<file path="config.mk">
export PLATFORM = sky130hd
export DESIGN_NAME = gobou_ctrl_mac_pipe
export DESIGN_NICKNAME = d
export VERILOG_FILES = /design/src/rtl/gobou_ctrl_mac_pipe.sv
export SDC_FILE = /design/constraint.sdc
export NUM_CORES = 1
export LEC_CHECK = 0
export CELL_PAD_IN_SITES_DETAIL_PLACEMENT = 1
export CELL_PAD_IN_SITES_GLOBAL_PLACEMENT = 2
export CORE_MARGIN = 3
export CORE_UTILIZATION = 31
export CTS_BUF_LIST = sky130_fd_sc_hd__clkbuf_8
export DETAILED_ROUTE_END_ITERATION = 10
export PLACE_DENSITY_LB_ADDON = 0.1
export SKIP_CTS_REPAIR_TIMING = 1
export SLEW_MARGIN = 20
export SYNTH_ARGS = -nofsm -noshare
export SYNTH_HDL_FRONTEND = slang
export SYNTH_SLANG_ARGS = --single-unit
</file>
<file path="constraint.sdc">
create_clock -name clk -period 1.75 [get_ports clk]
set_input_delay 0.35 -clock clk [delete_from_list [all_inputs] [get_ports clk]]
set_output_delay 0.35 -clock clk [all_outputs]
set_load 0.02 [all_outputs]
</file>
<file path="src/rtl/gobou_ctrl_mac_pipe.sv">
// rtl/gobou_ctrl_mac_pipe.sv - control sequencer for the gobou MAC/accumulator datapath
module gobou_ctrl_mac_pipe #(
    parameter int MACLAT = 2,
    parameter int CNTWID = 16
) (
    input  logic              clk,
    input  logic              xrst,
    input  logic              in_begin,
    input  logic              in_valid,
    input  logic              in_end,
    input  logic              bias_en,
    input  logic              err_clr,
    output logic              accum_we,
    output logic              accum_first,
    output logic              accum_bias,
    output logic              mac_oe,
    output logic              accum_rst,
    output logic              out_begin,
    output logic              out_valid,
    output logic              out_end,
    output logic              busy,
    output logic [CNTWID-1:0] term_cnt,
    output logic              err
);
    localparam int                DCW        = $clog2(MACLAT + 1);
    localparam logic [DCW-1:0]    DRAIN_LOAD = DCW'(MACLAT);
    localparam logic [CNTWID-1:0] CNT_MAX    = '1;

    typedef enum logic [1:0] {IDLE, ACCUM, DRAIN, EMIT} state_t;

    state_t            r_state;
    state_t            w_state_nxt;
    logic [DCW-1:0]    r_drain;
    logic [DCW-1:0]    w_drain_nxt;
    logic [MACLAT-1:0] r_dly_valid;
    logic [MACLAT-1:0] r_dly_first;
    logic [MACLAT-1:0] r_dly_bias;
    logic              r_mac_oe;
    logic              r_post;
    logic              r_busy;
    logic              r_err;
    logic [CNTWID-1:0] r_term_cnt;
    logic              w_accept;
    logic              w_first;
    logic              w_proto_err;

    // Next-state decode: classifies each cycle as accepted term, ignored, or protocol error
    always_comb begin
        w_state_nxt = r_state;
        w_drain_nxt = r_drain;
        w_accept    = 1'b0;
        w_first     = 1'b0;
        w_proto_err = 1'b0;
        case (r_state)
            IDLE: begin
                if (in_begin && in_valid) begin
                    w_accept    = 1'b1;
                    w_first     = 1'b1;
                    w_drain_nxt = DRAIN_LOAD;
                    w_state_nxt = in_end ? DRAIN : ACCUM;
                end else if (in_begin || in_valid || in_end) begin
                    w_proto_err = 1'b1;
                end
            end
            ACCUM: begin
                // A stray begin poisons the whole cycle, so its term and end are dropped too
                if (in_begin) begin
                    w_proto_err = 1'b1;
                end else begin
                    w_accept = in_valid;
                    if (in_end) begin
                        w_drain_nxt = DRAIN_LOAD;
                        w_state_nxt = DRAIN;
                    end
                end
            end
            DRAIN: begin
                // The drain keeps counting through a stray begin so product timing is unaffected
                w_proto_err = in_begin;
                if (r_drain == DCW'(1)) begin
                    w_state_nxt = EMIT;
                end else begin
                    w_drain_nxt = r_drain - DCW'(1);
                end
            end
            EMIT: begin
                w_proto_err = in_begin;
                w_state_nxt = IDLE;
            end
            default: w_state_nxt = IDLE;
        endcase
    end

    // State register and drain down-counter
    always_ff @(posedge clk or negedge xrst) begin
        if (!xrst) begin
            r_state <= IDLE;
            r_drain <= '0;
        end else begin
            r_state <= w_state_nxt;
            r_drain <= w_drain_nxt;
        end
    end

    // Multiplier-latency delay line carrying {valid, first, bias} per accepted term
    always_ff @(posedge clk or negedge xrst) begin
        if (!xrst) begin
            r_dly_valid <= '0;
            r_dly_first <= '0;
            r_dly_bias  <= '0;
        end else begin
            r_dly_valid[0] <= w_accept;
            r_dly_first[0] <= w_first;
            r_dly_bias[0]  <= w_first & bias_en;
            for (int i = 1; i < MACLAT; i++) begin
                r_dly_valid[i] <= r_dly_valid[i-1];
                r_dly_first[i] <= r_dly_first[i-1];
                r_dly_bias[i]  <= r_dly_bias[i-1];
            end
        end
    end

    // Registered status and result strobes; accum_rst and out_* trail mac_oe by one cycle
    always_ff @(posedge clk or negedge xrst) begin
        if (!xrst) begin
            r_busy   <= 1'b0;
            r_mac_oe <= 1'b0;
            r_post   <= 1'b0;
        end else begin
            r_busy   <= (w_state_nxt != IDLE);
            r_mac_oe <= (w_state_nxt == EMIT);
            r_post   <= r_mac_oe;
        end
    end

    // Term counter: restarts at 1 on begin, saturates, holds between products
    always_ff @(posedge clk or negedge xrst) begin
        if (!xrst) begin
            r_term_cnt <= '0;
        end else if (w_accept) begin
            if (w_first) begin
                r_term_cnt <= CNTWID'(1);
            end else if (r_term_cnt != CNT_MAX) begin
                r_term_cnt <= r_term_cnt + CNTWID'(1);
            end
        end
    end

    // Sticky protocol error; a new error outranks a same-cycle clear
    always_ff @(posedge clk or negedge xrst) begin
        if (!xrst) begin
            r_err <= 1'b0;
        end else if (w_proto_err) begin
            r_err <= 1'b1;
        end else if (err_clr) begin
            r_err <= 1'b0;
        end
    end

    assign accum_we    = r_dly_valid[MACLAT-1];
    assign accum_first = r_dly_first[MACLAT-1];
    assign accum_bias  = r_dly_bias[MACLAT-1];
    assign mac_oe      = r_mac_oe;
    assign accum_rst   = r_post;
    assign out_begin   = r_post;
    assign out_valid   = r_post;
    assign out_end     = r_post;
    assign busy        = r_busy;
    assign term_cnt    = r_term_cnt;
    assign err         = r_err;
endmodule

</file>
==> flow_summary.ini <==
[final_layout]
synthToLayoutAreaGrowth_pct = 46.7
layout_common_cells = dfrtp_1, buf_4, clkdlybuf4s50_1, dlymetal6s2s_1, nand2_1
fin_cells = 260
diodes = 0
final_common_cell = dfrtp_1
multi_input_area_um2 = 699
utilization_pct = 48.1
fillCellCount = 515
drive_above_1_share_pct = 24.0
register_area_um2 = 751
nets = 217

[setup_path]
startpoint_type = flop
critPathKind = reg2out
critPathBufInv = 1
path_max_fanout = 5
required_ns = 1.40
r2r_slack_ns = 0.12
worstPathCellList = clkdlybuf4s50_1
cpPeakStageDelay_ns = 0.63
critical_path.top_delay_family = buffers and inverters
crit_arrival_ns = 1.34
end_kind = output pin
crit_path_top_delay_cell = clkdlybuf4s50_1

[clock_network]
cts_inserted_buffers = 5
cts_tree = built
cts-htree-levels = 2
path_clk_slew_ns = 0.07
worstSkewPairLatency_ns = 0.28
cts_max_path_buffers = 2
root_buffer = clkbuf_8
cts.sinks = 30

[die]
dieArea_mm2 = 0.00560
die-height_um = 74.8
die_x_um = 74.8
core-area_mm2 = 0.00447
ios = 33
std_cell_rows = 24
start_util_pct = 32.8

[sta]
slew_viol_final = 0
setup_violations = 0
max_freq_mhz = 593
min_period_over_period_pct = 96.3
hold_violations = 0
period_needed_ns = 1.69
setup_slack_ns = 0.0648
tightest_slew_ns = 0.407
whs_ns = 0.354
fin_setup_tns_ns = 0
finClkSkew_ns = 0.00762
slew_headroom_pct = 72.8
rsz0062_at_grt = false

[place]
dp.final_hpwl_um = 2930
place_inst = 251
numPortBuffers = 32
gp_congestion = 0.792
dp_slack_ns = -0.370

[synth]
syn_avg_cell_area_um2 = 9.59
synth_fp_nets = 162
ys_seq_area_share_pct = 51.2
synthesis.area_mm2 = 0.00147
async_flop_share_pct = 100
synth_area_leaders = dfrtp_1, o21ai_0, nand2_1
synth_edf_count = 0
netlist_instances = 153
synth.distinct_cells = 36
synth_top_area_cell = dfrtp_1
ys_ff_latch = 30
ys.flop_type = dfrtp_1
synth_top_area_share_pct = 51.2
yosys_warnings = 0

[power_and_ir_drop]
leakage_nw = 1.16
p_per_area_mw_per_mm2 = 1130
ir_drop_mv = 0.561

[routing]
drt_pass1_iterations = 4
vias = 1362
first_iter_violations = 62
routed_wl_um = 4210
drc = 0
vias_per_cell = 5.24
drtAntennaViolNets = 0
routedWlPerCell_um = 16.2

[global_route]
antenna_found_initial = 0
grt_use_total_pct = 15.8
grt_overflow = 0
first_global_vias = 1431
grt_max_degree = 31
grt_pass1_wl_um = 6650

[run]
drv_cap = 0

[worst_hold_path]
hold_path_class = reg2reg

[outcome]
status = completed
[final timing paths]
check,start,endpoint,cells past startpoint
max in group asynchronous,xrst,term_cnt[13],2
worst min register to register,r_dly_bias[0],r_dly_bias[1],0
worst max register to register,term_cnt[0],term_cnt[15],7
worst max-delay path,term_cnt[8],term_cnt[8],1
min in group asynchronous,xrst,r_dly_first[0],2
worst min-delay path,r_dly_bias[0],r_dly_bias[1],0
[flip-flops by register name, summed over array words and instances (netlist names)]
name and count:
r_drain 2, accum_rst 1, mac_oe 1, r_dly_valid 2
r_dly_bias 2, busy 1, term_cnt 16, r_state 2
err 1, r_dly_first 2
[logic make-up (layout without fill, tap and decap cells)]
group,Yosys count,count (layout),synth area share (%)
AO/OA/AOI/OAI,47,48,20.6
XOR/XNOR,1,1,0.597
adder cells (fa/ha/maj),2,2,1.70
buffers and inverters,15,69,5.37
flip-flops,30,30,51.2
AND/OR/NAND/NOR,58,58,20.5
[cells in the mapped netlist (2+ instances only)]
library cell  instances
dfrtp_1              30
nand2_1              16
nor2_1               15
o21ai_0              14
o31ai_1               8
inv_1                 7
nand3_1               7
o21ai_1               5
a21oi_1               4
nand4_1               4
a31oi_1               3
buf_2                 3
buf_4                 3
nor3_1                3
o311ai_0              3
or2_2                 3
a2bb2oi_1             2
ha_1                  2
nor2b_1               2
o21ai_2               2
or3_1                 2
[area by class of cell]
cell class	count	area share [%]
Clock buffer	5	3.20
Clock inverter	2	0.465
Inverter	8	1.57
Multi-Input combinational cell	109	32.5
Sequential cell	30	34.9
Tap cell	52	3.02
Timing Repair Buffer	54	24.4
[per-stage QoR]
| stage | cell area [µm²] | power [mW] |
|---|---|---|
| after floorplan | 1470 | 1.48 |
| final | 2150 | 2.43 |
| after global routing | 2150 | 2.60 |
| after CTS | 2040 | 2.42 |
| after detailed placement | 1960 | 1.89 |
| after global placement | 1960 | 1.84 |
[per-layer routing]
| layer | track usage, % | up-vias | wire, µm |
|---|---|---|---|
| li1 | - | 657 | - |
| met1 | 21.0 | 669 | 1960 |
| met2 | 25.2 | 32 | 2020 |
| met3 | 2.94 | 4 | 166 |
| met4 | 6.92 | 0 | 51 |
| met5 | 0 | - | 0 |
[report_power, final]
part | internal [mW] | switching, mW | leakage [nW]
clock network | 0.266 | 0.255 | 0.0438
registers | 0.841 | 0.131 | 0.397
logic | 0.433 | 0.505 | 0.718
total | 1.54 | 0.891 | 1.16
(Power assumes the default switching activity.)
